===== config.mk =====
export PLATFORM = sky130hd
export DESIGN_NAME = writeback_unit
export DESIGN_NICKNAME = d
export VERILOG_FILES = /design/src/rtl/wb_pkg.sv /design/src/rtl/load_extend.sv /design/src/rtl/writeback_unit.sv
export SDC_FILE = /design/constraint.sdc
export NUM_CORES = 1
export LEC_CHECK = 0
export ABC_AREA = 0
export CELL_PAD_IN_SITES_DETAIL_PLACEMENT = 0
export CELL_PAD_IN_SITES_GLOBAL_PLACEMENT = 2
export CORE_MARGIN = 10
export CORE_UTILIZATION = 26
export DETAILED_ROUTE_END_ITERATION = 8
export HOLD_SLACK_MARGIN = 0.08
export PLACE_DENSITY_LB_ADDON = 0.3
export SLEW_MARGIN = 10
export SYNTH_ARGS = -nofsm -noshare
export SYNTH_HDL_FRONTEND = slang
export SYNTH_SLANG_ARGS = --single-unit

===== constraint.sdc =====
create_clock -name clk -period 2.25 [get_ports clk]
set_clock_uncertainty 0.15 [all_clocks]
set_input_delay 0.225 -clock clk [delete_from_list [all_inputs] [get_ports clk]]
set_output_delay 0.225 -clock clk [all_outputs]
set_load 0.02 [all_outputs]

===== src/rtl/wb_pkg.sv =====
// Shared types for the rv32 writeback stage.
//  load_size_t : width of a load as decoded by execute (2'b11 is treated as a full word)
//  wb_state_t  : writeback FSM state
package wb_pkg;

    typedef enum logic [1:0] {
        LS_BYTE = 2'd0,
        LS_HALF = 2'd1,
        LS_WORD = 2'd2
    } load_size_t;

    typedef enum logic {
        WB_IDLE,
        WB_WAIT_LOAD
    } wb_state_t;

    localparam int unsigned BYTES_PER_WORD = 4;

endpackage


===== src/rtl/load_extend.sv =====
// Combinational load-data lane extraction and sign/zero extension.
// Shared with the forwarding unit, so it holds no state.
//  rdata       in   XLEN  word-aligned data from data memory
//  size        in   2     load width (load_size_t)
//  is_unsigned in   1     1 = zero-extend, 0 = sign-extend
//  addr_lo     in   2     load byte address [1:0]
//  value       out  XLEN  extracted, extended result
module load_extend
    import wb_pkg::*;
#(
    parameter int unsigned XLEN = 32
) (
    input  logic [XLEN-1:0] rdata,
    input  load_size_t      size,
    input  logic            is_unsigned,
    input  logic [1:0]      addr_lo,
    output logic [XLEN-1:0] value
);

    logic [7:0]  byte_lane;
    logic [15:0] half_lane;

    always_comb begin
        unique case (addr_lo)
            2'd0: byte_lane = rdata[7:0];
            2'd1: byte_lane = rdata[15:8];
            2'd2: byte_lane = rdata[23:16];
            2'd3: byte_lane = rdata[31:24];
            default: byte_lane = rdata[7:0];
        endcase

        // addr_lo[0] is ignored for halfwords; misalignment is trapped upstream.
        half_lane = addr_lo[1] ? rdata[31:16] : rdata[15:0];

        case (size)
            LS_BYTE: value = {{(XLEN-8){~is_unsigned & byte_lane[7]}}, byte_lane};
            LS_HALF: value = {{(XLEN-16){~is_unsigned & half_lane[15]}}, half_lane};
            // LS_WORD and the unused 2'b11 encoding both return the full word.
            default: value = rdata;
        endcase
    end

endmodule


===== src/rtl/writeback_unit.sv =====
// Final rv32 pipeline stage: drives the register-file write port.
// ALU results are written the cycle after acceptance; loads wait for data memory
// (stalling execute via ex_ready) and are aborted after LOAD_TIMEOUT waiting cycles.
//  clk, rst                        clock, asynchronous active-high reset
//  ex_valid/ex_ready               execute handshake (ex_ready = state is IDLE)
//  ex_reg_write, ex_rd, ex_result  destination and ALU result
//  ex_is_load, ex_load_size,
//  ex_load_unsigned, ex_addr_lo    load descriptor
//  mem_rvalid, mem_rdata           load return (single-cycle pulse)
//  register_write_en/rd_address/
//  register_write_data             registered write port
//  load_timeout                    one-cycle pulse on load abort
//  spurious_rvalid                 sticky: mem_rvalid seen outside WAIT_LOAD
module writeback_unit
    import wb_pkg::*;
#(
    parameter int unsigned XLEN         = 32,
    parameter int unsigned REG_ADDR_W   = 5,
    parameter int unsigned LOAD_TIMEOUT = 16
) (
    input  logic                  clk,
    input  logic                  rst,
    input  logic                  ex_valid,
    output logic                  ex_ready,
    input  logic                  ex_reg_write,
    input  logic [REG_ADDR_W-1:0] ex_rd,
    input  logic [XLEN-1:0]       ex_result,
    input  logic                  ex_is_load,
    input  load_size_t            ex_load_size,
    input  logic                  ex_load_unsigned,
    input  logic [1:0]            ex_addr_lo,
    input  logic                  mem_rvalid,
    input  logic [XLEN-1:0]       mem_rdata,
    output logic                  register_write_en,
    output logic [REG_ADDR_W-1:0] rd_address,
    output logic [XLEN-1:0]       register_write_data,
    output logic                  load_timeout,
    output logic                  spurious_rvalid
);

    localparam int unsigned CNT_W = $clog2(LOAD_TIMEOUT);
    localparam logic [CNT_W-1:0] CNT_LAST = CNT_W'(LOAD_TIMEOUT - 1);

    wb_state_t             state_q;
    logic [CNT_W-1:0]      timer_q;
    logic                  pend_write_q;  // reg_write already gated with rd != 0
    logic [REG_ADDR_W-1:0] pend_rd_q;
    load_size_t            pend_size_q;
    logic                  pend_unsigned_q;
    logic [1:0]            pend_addr_lo_q;
    logic [XLEN-1:0]       load_value;

    assign ex_ready = (state_q == WB_IDLE);

    load_extend #(
        .XLEN(XLEN)
    ) u_load_extend (
        .rdata      (mem_rdata),
        .size       (pend_size_q),
        .is_unsigned(pend_unsigned_q),
        .addr_lo    (pend_addr_lo_q),
        .value      (load_value)
    );

    always_ff @(posedge clk or posedge rst) begin
        if (rst) begin
            state_q             <= WB_IDLE;
            timer_q             <= '0;
            pend_write_q        <= 1'b0;
            pend_rd_q           <= '0;
            pend_size_q         <= LS_BYTE;
            pend_unsigned_q     <= 1'b0;
            pend_addr_lo_q      <= 2'd0;
            register_write_en   <= 1'b0;
            rd_address          <= '0;
            register_write_data <= '0;
            load_timeout        <= 1'b0;
            spurious_rvalid     <= 1'b0;
        end else begin
            register_write_en <= 1'b0;
            load_timeout      <= 1'b0;
            case (state_q)
                WB_IDLE: begin
                    if (mem_rvalid) begin
                        spurious_rvalid <= 1'b1;
                    end
                    if (ex_valid) begin
                        if (ex_is_load) begin
                            pend_write_q    <= ex_reg_write & (ex_rd != '0);
                            pend_rd_q       <= ex_rd;
                            pend_size_q     <= ex_load_size;
                            pend_unsigned_q <= ex_load_unsigned;
                            pend_addr_lo_q  <= ex_addr_lo;
                            timer_q         <= '0;
                            state_q         <= WB_WAIT_LOAD;
                        end else if (ex_reg_write && (ex_rd != '0)) begin
                            // Address/data only move on a real write; they hold otherwise.
                            register_write_en   <= 1'b1;
                            rd_address          <= ex_rd;
                            register_write_data <= ex_result;
                        end
                    end
                end
                WB_WAIT_LOAD: begin
                    // rvalid takes priority over an expiring timer.
                    if (mem_rvalid) begin
                        if (pend_write_q) begin
                            register_write_en   <= 1'b1;
                            rd_address          <= pend_rd_q;
                            register_write_data <= load_value;
                        end
                        state_q <= WB_IDLE;
                    end else if (timer_q == CNT_LAST) begin
                        load_timeout <= 1'b1;
                        state_q      <= WB_IDLE;
                    end else begin
                        timer_q <= timer_q + CNT_W'(1);
                    end
                end
                default: state_q <= WB_IDLE;
            endcase
        end
    end

endmodule


Word-level counts from Yosys, hierarchy flattened
Cells that the tools add are included.
Cells by class
  add/subtract/negate cells: 1
  equality and inequality tests: 13
  muxes and demuxes: 34
  bitwise operators: 5
  reductions and logical operators: 8
Operators with widths (count)
  two-way mux 32 bit: 5
  case mux 32 bit (2 select lines): 2
  case mux 8 bit (4 select lines): 1
  two-way mux 5 bit: 5
  two-way mux 16 bit: 1
  two-way mux 4 bit: 4
  two-way mux 1 bit: 12
  inequality test 2 bit (second input constant): 5
  case mux 5 bit (2 select lines): 1
  case mux 4 bit (2 select lines): 1
  inequality test 2 x 1 -> 1 bit (second input constant): 3
  AND reduction 5 bit: 1
  nonzero test 5 bit: 1
  adder 4 x 1 -> 4 bit (second input constant): 1
  equality test 2 x 1 -> 1 bit (second input constant): 2
  equality test 2 bit (second input constant): 2
  equality test 4 bit (second input constant): 1
  zero test 2 bit: 2
  case mux 1 bit (2 select lines): 2
  AND reduction 4 bit: 1
  bitwise AND 1 bit: 3
  AND reduction 3 bit: 1
  inverter 1 bit: 2
  AND reduction 2 bit: 1
  logical AND 1 bit: 1
Storage, ports and cells
  register bits after elaboration: 56
  input port bits: 80
  output and inout bits: 41
  logic and storage cells: 73

Depth between registers and ports, before layout
Gate-level depths: netlist of run 1.
  word-level depth: 7
  depth in mapped cells: 7

Hierarchy
Synthesis of run 1 repeated with hierarchy kept, for this count alone.
Second synthesis, totals
  cell total of the unflattened synthesis: 357
  area total of the unflattened synthesis: 3629.7 um^2
Modules (own cells, without submodules)
  writeback_unit: instances 1, cells each 224, area each 2646.3 um^2, sequential area each 1401.3 um^2
  load_extend: instances 1, cells each 133, area each 983.4 um^2, sequential area each 0.0 um^2

Worst setup path before layout of run 1
OpenSTA, ideal clock, no wires.
  path kind: flip-flop to flip-flop
  from: reg pend_addr_lo_q[1]
  to: reg register_write_data[10]
  library setup time: 0.152 ns
  arrival: 1.531 ns
  required time: 1.948 ns
  setup slack: 0.417 ns
  cell stages (with the launch flop): 5
  path buffers: 0
  period minus slack after synthesis: 1.833 ns
  path through: dfrtp_1 mux4_2 a31oi_2 a221o_1 o311ai_0
On the way
  longest elaborated chain between the ends: 7
  elaborated cells on any way between the ends: 11
RTL lines
  from (decl): line writeback_unit.sv:50  | logic [1:0] pend_addr_lo_q;
  from (signal assigned): line writeback_unit.sv:93  | pend_addr_lo_q <= ex_addr_lo;
  equality test 2 bit (tied with other cells): line load_extend.sv:24  | unique case (addr_lo)
  case mux 8 bit (4 select lines): line load_extend.sv:24
  bitwise AND 1 bit: line load_extend.sv:36  | LS_BYTE: value = {{(XLEN-8){~is_unsigned & byte_lane[7]}}, byte_lane};
  case mux 32 bit (2 select lines) *: line load_extend.sv:35  | case (size)
  two-way mux 32 bit *: line writeback_unit.sv:107  | if (pend_write_q) begin
  two-way mux 32 bit *: line writeback_unit.sv:106  | if (mem_rvalid) begin
  case mux 32 bit (2 select lines) *: line writeback_unit.sv:82  | case (state_q)
  to (signal assigned): line writeback_unit.sv:100  | register_write_data <= ex_result;
  to (signal assigned): line writeback_unit.sv:110  | register_write_data <= load_value;
  to (decl): line writeback_unit.sv:36  | output logic [XLEN-1:0] register_write_data,
Mark *: on every way between the ends. The rest lies on a longest branch, timed or not. The select of a mux whose other input is x is not followed.
A chain may end at the register's enable or synchronous reset.

Final worst setup path of run 1
  from: reg pend_addr_lo_q[0]
  to: reg register_write_data[6]
On the way
  longest elaborated chain between the ends: 6
  elaborated cells on any way between the ends: 9
RTL lines (line)
  equality test 2 bit (tied with other cells): load_extend.sv:24
  case mux 8 bit (4 select lines) *: load_extend.sv:24
  case mux 32 bit (2 select lines) *: load_extend.sv:35
  two-way mux 32 bit *: writeback_unit.sv:107
  two-way mux 32 bit *: writeback_unit.sv:106
  case mux 32 bit (2 select lines) *: writeback_unit.sv:82
Marks and branches as above.

==> impl_summary.md, run 1 <==
Timing
Setup violations remaining at the end of the flow were counted as 0. The total count of max-transition violations in the final report is 0. The final hold violation count is 0. The final critical delay including setup and external delays is 2.06 ns.

Setup repair after global routing left no endpoint under its margin. For the pin with the worst max-slew slack, the measured transition is a little under 0.6 ns. In the final timing run, aggregate negative setup slack is 0 ns. Based on the critical path, the design can be clocked at up to about 490 MHz. The final worst-path cycle share is between 90% and 100%. The tightest slew margin relative to the limit is about three fifths.

GRT
The number of antenna violations at the first check in global routing was 2. The via count of the first global-routing pass was between 3k and 4k. In the global route stage, met3 resource usage came out at around 2.8%.

The leftover overflow at the end of global routing is 0. The busiest layer in global routing is met2. Global routing consumed, over all layers together, 13.6% of the routing resources.

The first global-routing pass estimated roughly 20 mm of wire. For this run, global-route usage on met1 was measured as around 17%. In the global route stage, met2 resource usage came out at ~23%.

The maximum number of pins on one net before global-route repair is between 40 and 50.

Place
Counting tap cells, the placed design contains a total of 644 instances. After detailed placement, the total cell area comes to 4760 sq um. Once detailed placement completed, the half-perimeter wirelength came to about 9.4 mm.

The count of port buffers added during placement is 120. Routability-driven placement finished with a final weighted congestion of slightly below 0.8.

Detailed routing
The number of nets with antenna violations after detailed routing is 0. The pre-antenna-repair detailed-routing pass consisted of 4 iterations. After detailed routing, the average wire length per cell comes to around 19 microns. The starting DRC count in detailed routing is 235. The number of vias after detailed routing is roughly 3.1k. The remaining design rule violation count is 0.

The mean number of vias per cell is slightly below 5. The total length of routed wires is about 12 mm.

Synth
The synthesized netlist cell count is ~360. The number of unique standard cell types used by synthesis is 48. The share of the yosys chip area belonging to registers is ~42%.

A synthesized cell averages just over 9 sq um. By area the synthesized netlist is led by dfrtp_1, mux2_2, nand2_1, nand3_1, o31ai_1. The fraction of post-synthesis cell area in the top cell type by area is ~42%. The post-synthesis cell area is around 3300 sq um. The synthesized design spends more area on one cell type than any other, namely dfrtp_1. In the synthesized netlist the dominant register cell turns out to be dfrtp_1.

Of all flip-flops after synthesis, the portion carrying an async set or reset was 100%. Counting flops with a built-in enable in the synthesized netlist gives 0. The Yosys step of the flow raised 0 warnings. The synthesized design contains 56 register bits.

The post-synth net total is 440.

Final layout
Summing all multi-input logic gate instances after layout gives ~1700 sq um. The net total in the final layout is 560. The total non-filler cell area in the finished layout is about 4900 sq um. Cells with a size suffix above 1 make up ~14% of the layout.

The sequential cells in the finished layout cover a total of 1400 sq um. The number of fill cells in the layout is 1320. Cells fill 39.3% of the core in the end. The area growth from synthesis to layout is 49.2%. The number of non-filler instances in the completed layout is 654.

Clock tree
The H-tree level count is 2. The clock passes through at most 2 buffers. Clock tree synthesis selected as its root buffer the cell clkbuf_16.

The insertion delay to the later sink of the worst-skew pair is 0.29 ns. The clock transition time at the flip-flop clock pins of the worst setup and hold paths is approximately 0.070 ns. The number of buffers inserted during clock tree synthesis is 5. CTS saw 56 sinks. The total of cells resized after clock tree synthesis is 0. The hold buffer count at cts is 0.

Once the clock tree was built, the setup fixing pass inserted 0 buffers. TritonCTS built the clock tree.

Job
The tool flagged a number of max-cap violations equal to 0.

Critical path
The critical path class is flop to flop. In this design, the stage delay of the slowest critical-path cell is ~0.55 ns. Along the worst path, the maximum fanout reaches 9.

The worst setup path is launched from a flop. The signal on the critical path passes through or3b_2 > o21ai_0 > o2bb2ai_1 > mux2_4. On the critical path, the stage with the largest delay is an instance of or3b_2. STA puts the critical path data required time at approximately 2.3 ns.

Data on the critical path arrives at its endpoint at about 2.1 ns. The endpoint kind of the worst setup timing path is a flop. The worst register-to-register path has a depth of 4.

Floorplan
The width of the die is 133 microns. The floorplan step set the die height to 133 microns. The starting utilization of the core area is a little over a quarter. roughly 120 I/O pins were placed. The floorplan has just over 40 rows. The die covers about 18000 sq um. The core region is roughly 13000 sq um.

Power
In this run the power density over the cells is roughly 900 nW/um^2. The analysis attributes to cell leakage a power of ~0.0021 uW. The peak supply drop is 0.333 mV.

Run status
The run finished with clean final reports.

Min path
The worst min-delay path category is primary input to asynchronous set/reset pin.
[per-layer routing]
metal | wire length [microns] | vias up | part of all wire (%)
li1 | - | 1542 | -
met1 | 5340 | 1526 | 44
met2 | 6040 | 71 | 50
met3 | 615 | 7 | 5.1
met4 | 165 | 0 | 1.4
met5 | 0 | - | 0
[Yosys cell counts (2+ instances only)]
library cell / instances
nor3b_1: 2
o21ai_0: 17
clkbuf_1: 15
nor3_1: 3
buf_2: 11
a221o_1: 8
nor2_1: 20
o311ai_0: 7
nor2b_1: 2
nand2_1: 48
mux2i_1: 5
buf_4: 4
a31oi_1: 16
and3b_1: 6
a211oi_1: 7
dfrtp_1: 56
inv_1: 20
nand2b_1: 3
o31ai_1: 18
and2_1: 2
mux2_2: 17
mux2_4: 7
nand3_1: 35
o2bb2ai_1: 6
[metrics by stage]
step	total power [uW]	worst slack [ns]	hold WS [ns]
2_1_floorplan	2640	0.417	0.147
6_report	4430	0.192	0.116
3_5_place_dp	3660	-0.0958	0.300
4_1_cts	4490	0.142	0.135
3_3_place_gp	3620	-0.0694	0.313
5_1_grt	4700	0.0983	0.151
[final timing paths]
path	from	end	slack (ns)
max	pend_addr_lo_q[0]	register_write_data[6]	0.19
min	rst	load_timeout	0.12
max reg2reg	pend_addr_lo_q[0]	register_write_data[6]	0.19
min reg2reg	spurious_rvalid	spurious_rvalid	0.33
max in group asynchronous	rst	state_q	1.25
min in group clk	spurious_rvalid	spurious_rvalid	0.33
[sequential cells by signal (all words and copies together) (netlist names), 2 cells and up]
register and cells:
register_write_data 32, pend_rd_q 5, rd_address 5, timer_q 4, pend_addr_lo_q 2, pend_size_q 2
[where the power goes]
group          leakage, uW  total, uW  switching, uW  internal, uW
clock network    0.0000701        811            365           445
logic              0.00131       2090           1060          1030
registers         0.000689       1530            204          1320
[layout by cell type (no fill, tap or decap), types with 16 or more instances in the layout]
master / count
a31oi_1: 16
buf_4: 23
clkdlybuf4s50_1: 120
dfrtp_1: 55
inv_1: 19
mux2_2: 17
nand2_1: 48
nand3_1: 35
nor2_1: 20
o21ai_0: 17
o31ai_1: 18
[cells by family (layout without fill, tap and decap cells)]
logic type | Yosys count | after routing | share of synthesized area, %
muxes | 30 | 30 | 11.2
other | 0 | 2 | 0
adders and majority gates | 1 | 1 | 0.379
buffers and inverters | 52 | 173 | 6.90
xor gates and xnor gates | 1 | 1 | 0.265
DFF | 56 | 56 | 42.5
and+or+nand+nor | 129 | 129 | 19.0
AOI/OAI and AO/OA | 90 | 90 | 19.8
[layout make-up]
class	instances	share of cell area, %
well taps	172	4.37
multi-input cells	251	34.0
repair buffers	144	28.3
clock inverters	1	0.152
inverters	21	1.65
clock buffers	7	2.90
flip-flops and latches	56	28.5
diodes	2	0.102
[critical path: cells and delay by family (launching register included)]
kind             cells  cell delay [ns]
AND/OR/NAND/NOR      1             0.55
flip-flops           1             0.52
AO/OA/AOI/OAI        2             0.46
multiplexers         1             0.27
Power figures use the tool's default switching activity.
==> run 2, diff against run 1 <==
--- a/config.mk
+++ b/config.mk
@@ -11,6 +11,7 @@
 export CORE_MARGIN = 10
 export CORE_UTILIZATION = 26
 export DETAILED_ROUTE_END_ITERATION = 8
+export GPL_TIMING_DRIVEN = 1
 export HOLD_SLACK_MARGIN = 0.08
 export PLACE_DENSITY_LB_ADDON = 0.3
 export SLEW_MARGIN = 10
==> results of run 2 <==
Final layout, timing and power as in run 1 (identical DEF).
